File: config.mk
export PLATFORM = sky130hd
export DESIGN_NAME = pipe_stall_flush_ctrl
export DESIGN_NICKNAME = d
export VERILOG_FILES = /design/src/rtl/pipe_stall_flush_ctrl.sv
export SDC_FILE = /design/constraint.sdc
export NUM_CORES = 1
export LEC_CHECK = 0
export ABC_AREA = 1
export BUFFER_PORTS_ARGS = -buffer_cell sky130_fd_sc_hd__buf_4
export CAP_MARGIN = 5
export CORE_UTILIZATION = 40
export CTS_CLUSTER_SIZE = 12
export DETAILED_ROUTE_END_ITERATION = 8
export GPL_TIMING_DRIVEN = 0
export MAX_ROUTING_LAYER = met4
export SYNTH_ARGS = -nofsm -noshare
export SYNTH_HDL_FRONTEND = slang
export SYNTH_SLANG_ARGS = --single-unit
export TNS_END_PERCENT = 30
File: constraint.sdc
create_clock -name clk -period 1.9 [get_ports clk]
set_input_delay 0.095 -clock clk [delete_from_list [all_inputs] [get_ports clk]]
set_output_delay 0.095 -clock clk [all_outputs]
set_load 0.02 [all_outputs]
File: src/rtl/pipe_stall_flush_ctrl.sv
// Central pipeline stall/flush controller: per-stage stall requests, internally
// timed multi-cycle EX waits, registered flush/redirect, stall accounting and hang watchdog.
module pipe_stall_flush_ctrl #(
    parameter int STAGES  = 6,
    parameter int EX_IDX  = 3,
    parameter int PC_W    = 32,
    parameter int MC_W    = 6,
    parameter int CNT_W   = 32,
    parameter int TIMEOUT = 1024
) (
    input  logic              clk,
    input  logic              rst,
    input  logic [STAGES-1:0] stall_req,
    input  logic              mc_start,
    input  logic [MC_W-1:0]   mc_cycles,
    input  logic              mc_done,
    input  logic              flush_req,
    input  logic [PC_W-1:0]   flush_pc_in,
    output logic [STAGES-1:0] stall,
    output logic              flush,
    output logic [PC_W-1:0]   flush_pc,
    output logic              mc_busy,
    output logic [CNT_W-1:0]  stall_cycles,
    output logic              hang_err
);

    typedef enum logic [1:0] {RUN, MC_WAIT, FLUSH} state_t;

    localparam int HC_W = $clog2(TIMEOUT + 1);
    localparam logic [HC_W-1:0] HC_MAX  = HC_W'(TIMEOUT);
    localparam logic [HC_W-1:0] HC_LAST = HC_W'(TIMEOUT - 1);

    state_t            state;
    logic [MC_W-1:0]   cnt;
    logic [HC_W-1:0]   hcnt;
    logic [STAGES-1:0] eff_req;
    logic [STAGES-1:0] stall_chain;
    logic              acc;

    // A request from stage s holds every older stage as well, so fold from the WB end down.
    always_comb begin
        eff_req = stall_req;
        if (state == MC_WAIT) eff_req[EX_IDX] = 1'b1;
        acc         = 1'b0;
        stall_chain = '0;
        for (int k = STAGES - 1; k >= 0; k--) begin
            acc            = acc | eff_req[k];
            stall_chain[k] = acc;
        end
    end

    assign stall = (rst || state == FLUSH) ? '0 : stall_chain;

    always_ff @(posedge clk) begin
        if (rst) begin
            state        <= RUN;
            cnt          <= '0;
            hcnt         <= '0;
            flush        <= 1'b0;
            flush_pc     <= '0;
            mc_busy      <= 1'b0;
            stall_cycles <= '0;
            hang_err     <= 1'b0;
        end else begin
            if (stall[0]) begin
                if (stall_cycles != '1) stall_cycles <= stall_cycles + 1'b1;
                if (hcnt != HC_MAX)     hcnt <= hcnt + 1'b1;
                if (hcnt == HC_LAST)    hang_err <= 1'b1;
            end else begin
                hcnt <= '0;
            end

            flush <= 1'b0;
            // A redirect beats everything, including an in-flight multi-cycle wait.
            if (flush_req) begin
                state    <= FLUSH;
                flush    <= 1'b1;
                flush_pc <= flush_pc_in;
                mc_busy  <= 1'b0;
            end else begin
                case (state)
                    RUN: begin
                        if (mc_start && mc_cycles != '0) begin
                            state   <= MC_WAIT;
                            cnt     <= mc_cycles;
                            mc_busy <= 1'b1;
                        end
                    end
                    MC_WAIT: begin
                        cnt <= cnt - 1'b1;
                        if (cnt == MC_W'(1) || mc_done) begin
                            state   <= RUN;
                            mc_busy <= 1'b0;
                        end
                    end
                    FLUSH: begin
                        state <= RUN;
                    end
                    default: begin
                        state   <= RUN;
                        mc_busy <= 1'b0;
                    end
                endcase
            end
        end
    end

endmodule
* After elaboration in Yosys (flattened, before gate mapping)
Index checks and enable logic that the tools add are counted.
** Word-level totals
- Register bits after elaboration :: 86
- Input port bits :: 49
- Output and inout bits :: 73
- Word-level logic and storage cells :: 56
** Operators by class
- $add $sub $neg :: 3
- Eq/ne operators :: 10
- Muxes and demuxes :: 12
- Bitwise gates (word level) :: 8
- Reductions and logical operators :: 14
** Operators with widths (number)
- adder 32 x 1 -> 32 bit (second input constant) :: 1
- != test 32 bit (second input constant) :: 1
- two-way mux 6 bit :: 2
- case mux 6 bit (2 select lines) :: 1
- adder 11 x 1 -> 11 bit (second input constant) :: 1
- == test 11 x 10 -> 1 bit (second input constant) :: 1
- != test 11 bit (second input constant) :: 1
- AND reduction 2 bit :: 4
- == test 6 x 1 -> 1 bit (second input constant) :: 1
- two-way mux 2 bit :: 3
- AND reduction 3 bit :: 2
- nonzero test 6 bit :: 1
- subtractor 6 x 1 -> 6 bit (second input constant) :: 1
- bitwise OR 1 bit :: 5
- two-way mux 1 bit :: 4
- case mux 2 bit (2 select lines) :: 1
- OR reduction 2 bit :: 2
- != test 3 x 2 -> 1 bit (second input constant) :: 1
- != test 3 bit (second input constant) :: 1
- inverter 1 bit :: 3
- case mux 1 bit (3 select lines) :: 1
- == test 2 x 1 -> 1 bit (second input constant) :: 1
- == test 2 bit (second input constant) :: 1
- logical NOT 2 bit :: 1
- other kinds (5) :: 6

* Logic depth before layout (Yosys ltp)
- Word-level depth :: 9
- Mapped depth :: 11
- Mapped depth without buffers :: 11

* Worst setup path after synthesis
OpenSTA, ideal clock, no wires.
- Path kind :: reg2reg
- Start point :: register stall_cycles[1]
- End point :: register stall_cycles[29]
- Library setup time :: 114 ps
- Data arrival time :: 1639 ps
- Data required time :: 1786 ps
- Path slack :: 147 ps
- Cell stages (with the launch flop) :: 12
- Path buffers :: 1
- Period minus slack after synthesis :: 1753 ps
- Cell sequence :: dfxtp_1 ha_1 nand2_2 nor2_4 nand2_4 nor2_4 nand2_4 nand2_4 buf_12 inv_2 nor2_1 nor2_2
** Between the ends
- Word-level cells in the longest chain between the ends :: 2
- Elaborated cells on any way between the ends :: 3
- Classes of those cells :: add/sub: 1; eq/ne: 1; reduce/logical: 1
** Ends and longest elaborated chain
- start: declaration :: line 23 : output logic [CNT_W-1:0] stall_cycles,
- start signal: assignment :: line 66 : if (stall_cycles != '1) stall_cycles <= stall_cycles + 1'b1;
- parallel branches: the longest is 2 deep, another holds adder 32 x 1 -> 32 bit
Parallel ways; which one is timed is not known.
A chain may end at the register's enable or synchronous reset.

* Worst setup path in the final report
- Start point :: register state[1]
- End point :: output stall[0]
** Between the ends
- Word-level cells in the longest chain between the ends :: 7
- Elaborated cells on any way between the ends :: 9
- Classes of those cells :: eq/ne: 2; mux: 2; bitwise: 4; reduce/logical: 1
** Ends and longest elaborated chain
- start: declaration :: line 33 : state_t state;
- start signal: assignment :: line 56 : state <= RUN;
- start signal: assignment :: line 76 : state <= FLUSH;
- start signal: assignment :: line 84 : state <= MC_WAIT;
- == test 2 x 1 -> 1 bit :: line 43 : if (state == MC_WAIT) eff_req[EX_IDX] = 1'b1;
- two-way mux 1 bit :: line 43
- bitwise OR 1 bit (4 in a row) :: line 47 : acc = acc | eff_req[k];
- two-way mux 6 bit * :: line 52 : assign stall = (rst || state == FLUSH) ? '0 : stall_chain;
- end: declaration :: line 19 : output logic [STAGES-1:0] stall,
Mark *: on every way between the ends. The rest lies on a longest branch, timed or not.

==> out/qor.txt <==
Status: finished clean
Crit path launch type: flop
Achievable Freq: 544 MHz
Syn nets: 672
CTS tree: yes
Inst Count DP: 874
Core area: 10400 sq um
CP Class: flop to output pin
Postcts setup bufs: 0
Clock Latency Late Sink: 0.35 ns
Max-cap violations: 0
Global-route wire length before repair: 19800 um
Buffers & Inverters on Critical Path: 4
Gr usage total: 23.0%
CTS Buffer Depth: 2
# IOs: 122
Number of global-route vias before repair: 4236
Die Width: 106 um
Crit-path slowest cell: dfxtp_2
Slew HR: 61.1%
Combinational family with the most area after synthesis: simple AND/OR/NAND/NOR gates
Leak pwr: 2.79 nW
R2R Setup Slk: 0.13 ns
Final net count: 836
First-pass iteration count of the detailed router: 5
Worst-path clk slew: 0.09 ns
# setup viols final: 0
Xor and xnor fraction of the mapped netlist area: 3.87%
Worst hold start: mc_start
Mean post-synth cell area: 6.95 sq um
Yosys warns: 0
Drt wl/cell: 13.2 um
Mapped Cells: 618
CP Depth: 8
Crit path launch: state[1]
Post-route setup slack: 0.0631 ns
Largest net degree at the start of global routing: 16
Period utilization: 96.7%
Final Slew Violations: 0
Reg2reg start: stall_cycles[0]
Wl on met1: 5650 um
Clk_skew: 0.0109 ns
Post-synthesis simple-gate area fraction: 33.1%
Die Footprint: 11200 sq um
Clock sinks: 86
Synth Area in Compound Gates: 12.7%
Most used cell, CP: buf_4
Register area share after synthesis: 40.1%
PD cells: 751 nW/um^2
Port bufs: 120
Post-Place Setup Slack: 0.0590 ns
Crit-path cells: inv_1 > nand2_1 > nand3_1 > nand2_2 > nand4_4 > buf_6 > buf_4 > buf_4
Clock root buffer: clkbuf_8
Antenna-violating nets left: 0
Area grow syn2layout: 38.2%
Post-Syn Area: 4300 sq um
Crit-path leading delay family: buffers and inverters
Final Hold Fails: 0
Critical path peak fanout: 10
RSZ-0062 raised after global routing: true
Hold path cells: 3
Min Hold Slack: 0.0625 ns
Post-DP HPWL: 8740 um
Fraction of layout cells with a size suffix above 1: 21.9%
CP max stage delay: 0.39 ns
Ant. Diodes: 0
Core Rows: 37
Initial Util: 41.4%
Netlist cell types: 32
Die Y: 106 um
Placer congestion estimate: 0.883
Post-synthesis mux area share: 0%
DR WL met3: 713 um
Vias per cell: 4.89
Final WL: 12100 um
Overflow after GRT: 0
Initial antenna violation count: 0
Layout Cells excl Fill: 923
Synth Area in Adders: 1.46%
Least-Margin Pin Slew: 0.583 ns
Hold crit path type: input port to flop
Initial DRC Count: 201
DR top layer: met4
Peak VDD IR: 0.473 mV
Detailed route wirelength on metal2: 5580 um
CP Capture Type: output pin
Worst Path Arrival: 1.74 ns
Synth Register Bits: 86
Vias: 4510
Worst Reg2Reg Path Length in Cells: 11
Residual DRC: 0
H-tree depth: 3
TritonCTS Buffers: 9
Worst EP required: 1.80 ns
Post-layout min period: 1.84 ns
-- per-layer routing --
layer  vias up  global-route usage (%)
met2       148                    37.4
met4         0                    6.65
met1      2053                    29.6
met3        15                    3.77
li1       2294                       -
met5         -                       -
-- cells in the mapped netlist, drive strengths merged --
| library cell | number | area (sq um) |
|---|---|---|
| nand3 | 34 | 170 |
| a31oi | 1 | 6.26 |
| ha | 5 | 62.6 |
| nor4 | 1 | 6.26 |
| o21ai | 32 | 160 |
| o22ai | 1 | 6.26 |
| inv | 71 | 267 |
| buf | 10 | 80.1 |
| xnor2 | 2 | 17.5 |
| nand2 | 161 | 634 |
| dfxtp | 86 | 1720 |
| xor2 | 17 | 149 |
| nor3 | 6 | 30.0 |
| nor2 | 128 | 526 |
| nand4 | 7 | 50.1 |
| a22o | 32 | 280 |
| clkbuf | 8 | 30.0 |
| a21oi | 10 | 50.1 |
| or2 | 1 | 6.26 |
| o21bai | 4 | 33.8 |
| a31o | 1 | 8.76 |
-- sequential cells by signal, summed over array words and instances (netlist names) --
| name | flops |
|---|---|
| flush_pc | 32 |
| mc_busy | 1 |
| flush | 1 |
| state | 2 |
| hang_err | 1 |
| hcnt | 11 |
| cnt | 6 |
| stall_cycles | 32 |
-- through the flow --
stage / TNS [ns] / power (mW) / cell area (sq um) / util (%)
6_report: 0 / 4.46 / 5930 / 57.2
5_1_grt: -0.0550 / 4.70 / 5930 / 57.2
4_1_cts: 0 / 4.50 / 5920 / 57.1
3_5_place_dp: 0 / 3.08 / 5370 / 51.7
3_3_place_gp: 0 / 3.06 / 5370 / 51.7
2_1_floorplan: 0 / 2.68 / 4300 / -
-- cells in the final DEF, fill, tap and decap left out, drive strengths merged --
cell type / synthesis / routed
nand2: 161 / 161
buf: 10 / 129
nor2: 128 / 128
dfxtp: 86 / 86
inv: 71 / 73
nand3: 34 / 34
dlygate4sd3: 0 / 33
o21ai: 32 / 32
a22o: 32 / 32
clkbuf: 8 / 19
xor2: 17 / 17
a21oi: 10 / 10
nand4: 7 / 7
nor3: 6 / 6
ha: 5 / 5
o21bai: 4 / 4
clkinv: 0 / 3
xnor2: 2 / 2
or2: 1 / 1
a31o: 1 / 1
nor4: 1 / 1
a31oi: 1 / 1
o22ai: 1 / 1
bufinv: 0 / 1
-- cells by family (layout without fill, tap and decap cells) --
logic type / Yosys count / count (layout)
DFF: 86 / 86
adders and majority gates: 5 / 5
and+or+nand+nor: 338 / 338
AOI/OAI and AO/OA: 81 / 81
buffers and inverters: 89 / 258
xor gates and xnor gates: 19 / 19
-- power by group --
part           leakage, nW  switching (mW)  internal [mW]
clock                0.109           0.698          0.656
combinational         1.98           0.545          0.463
sequential           0.709           0.152           1.94
total                 2.79            1.40           3.06
-- final cells by class --
cell class	count	area, sq um
fillers	1023	4440
multi-input cells	443	2210
flip-flops and latches	86	1730
repair buffers	153	1230
inverters	71	267
well taps	136	170
clock buffers	10	138
plain buffers	18	119
clock inverters	6	68.8
-- path summary, 6_finish.rpt --
kind	endpoint
max	stall[0]
min	state[0]
max reg2reg	stall_cycles[29]
min reg2reg	mc_busy
-- worst min-delay path, delay by kind of cell --
kind	cells	cell delay [ns]
AOI/OAI and AO/OA	1	0.07
and+or+nand+nor	1	0.10
buffers and inverters	1	0.11
-- repair_timing --
item / in CTS / in global routing
hold buffers: 33 / 0
gates resized for setup: 6 / 6
setup endpoints to repair: 1 / 32
endpoints found under the hold margin: 33 / 0
(Power assumes the default switching activity.)
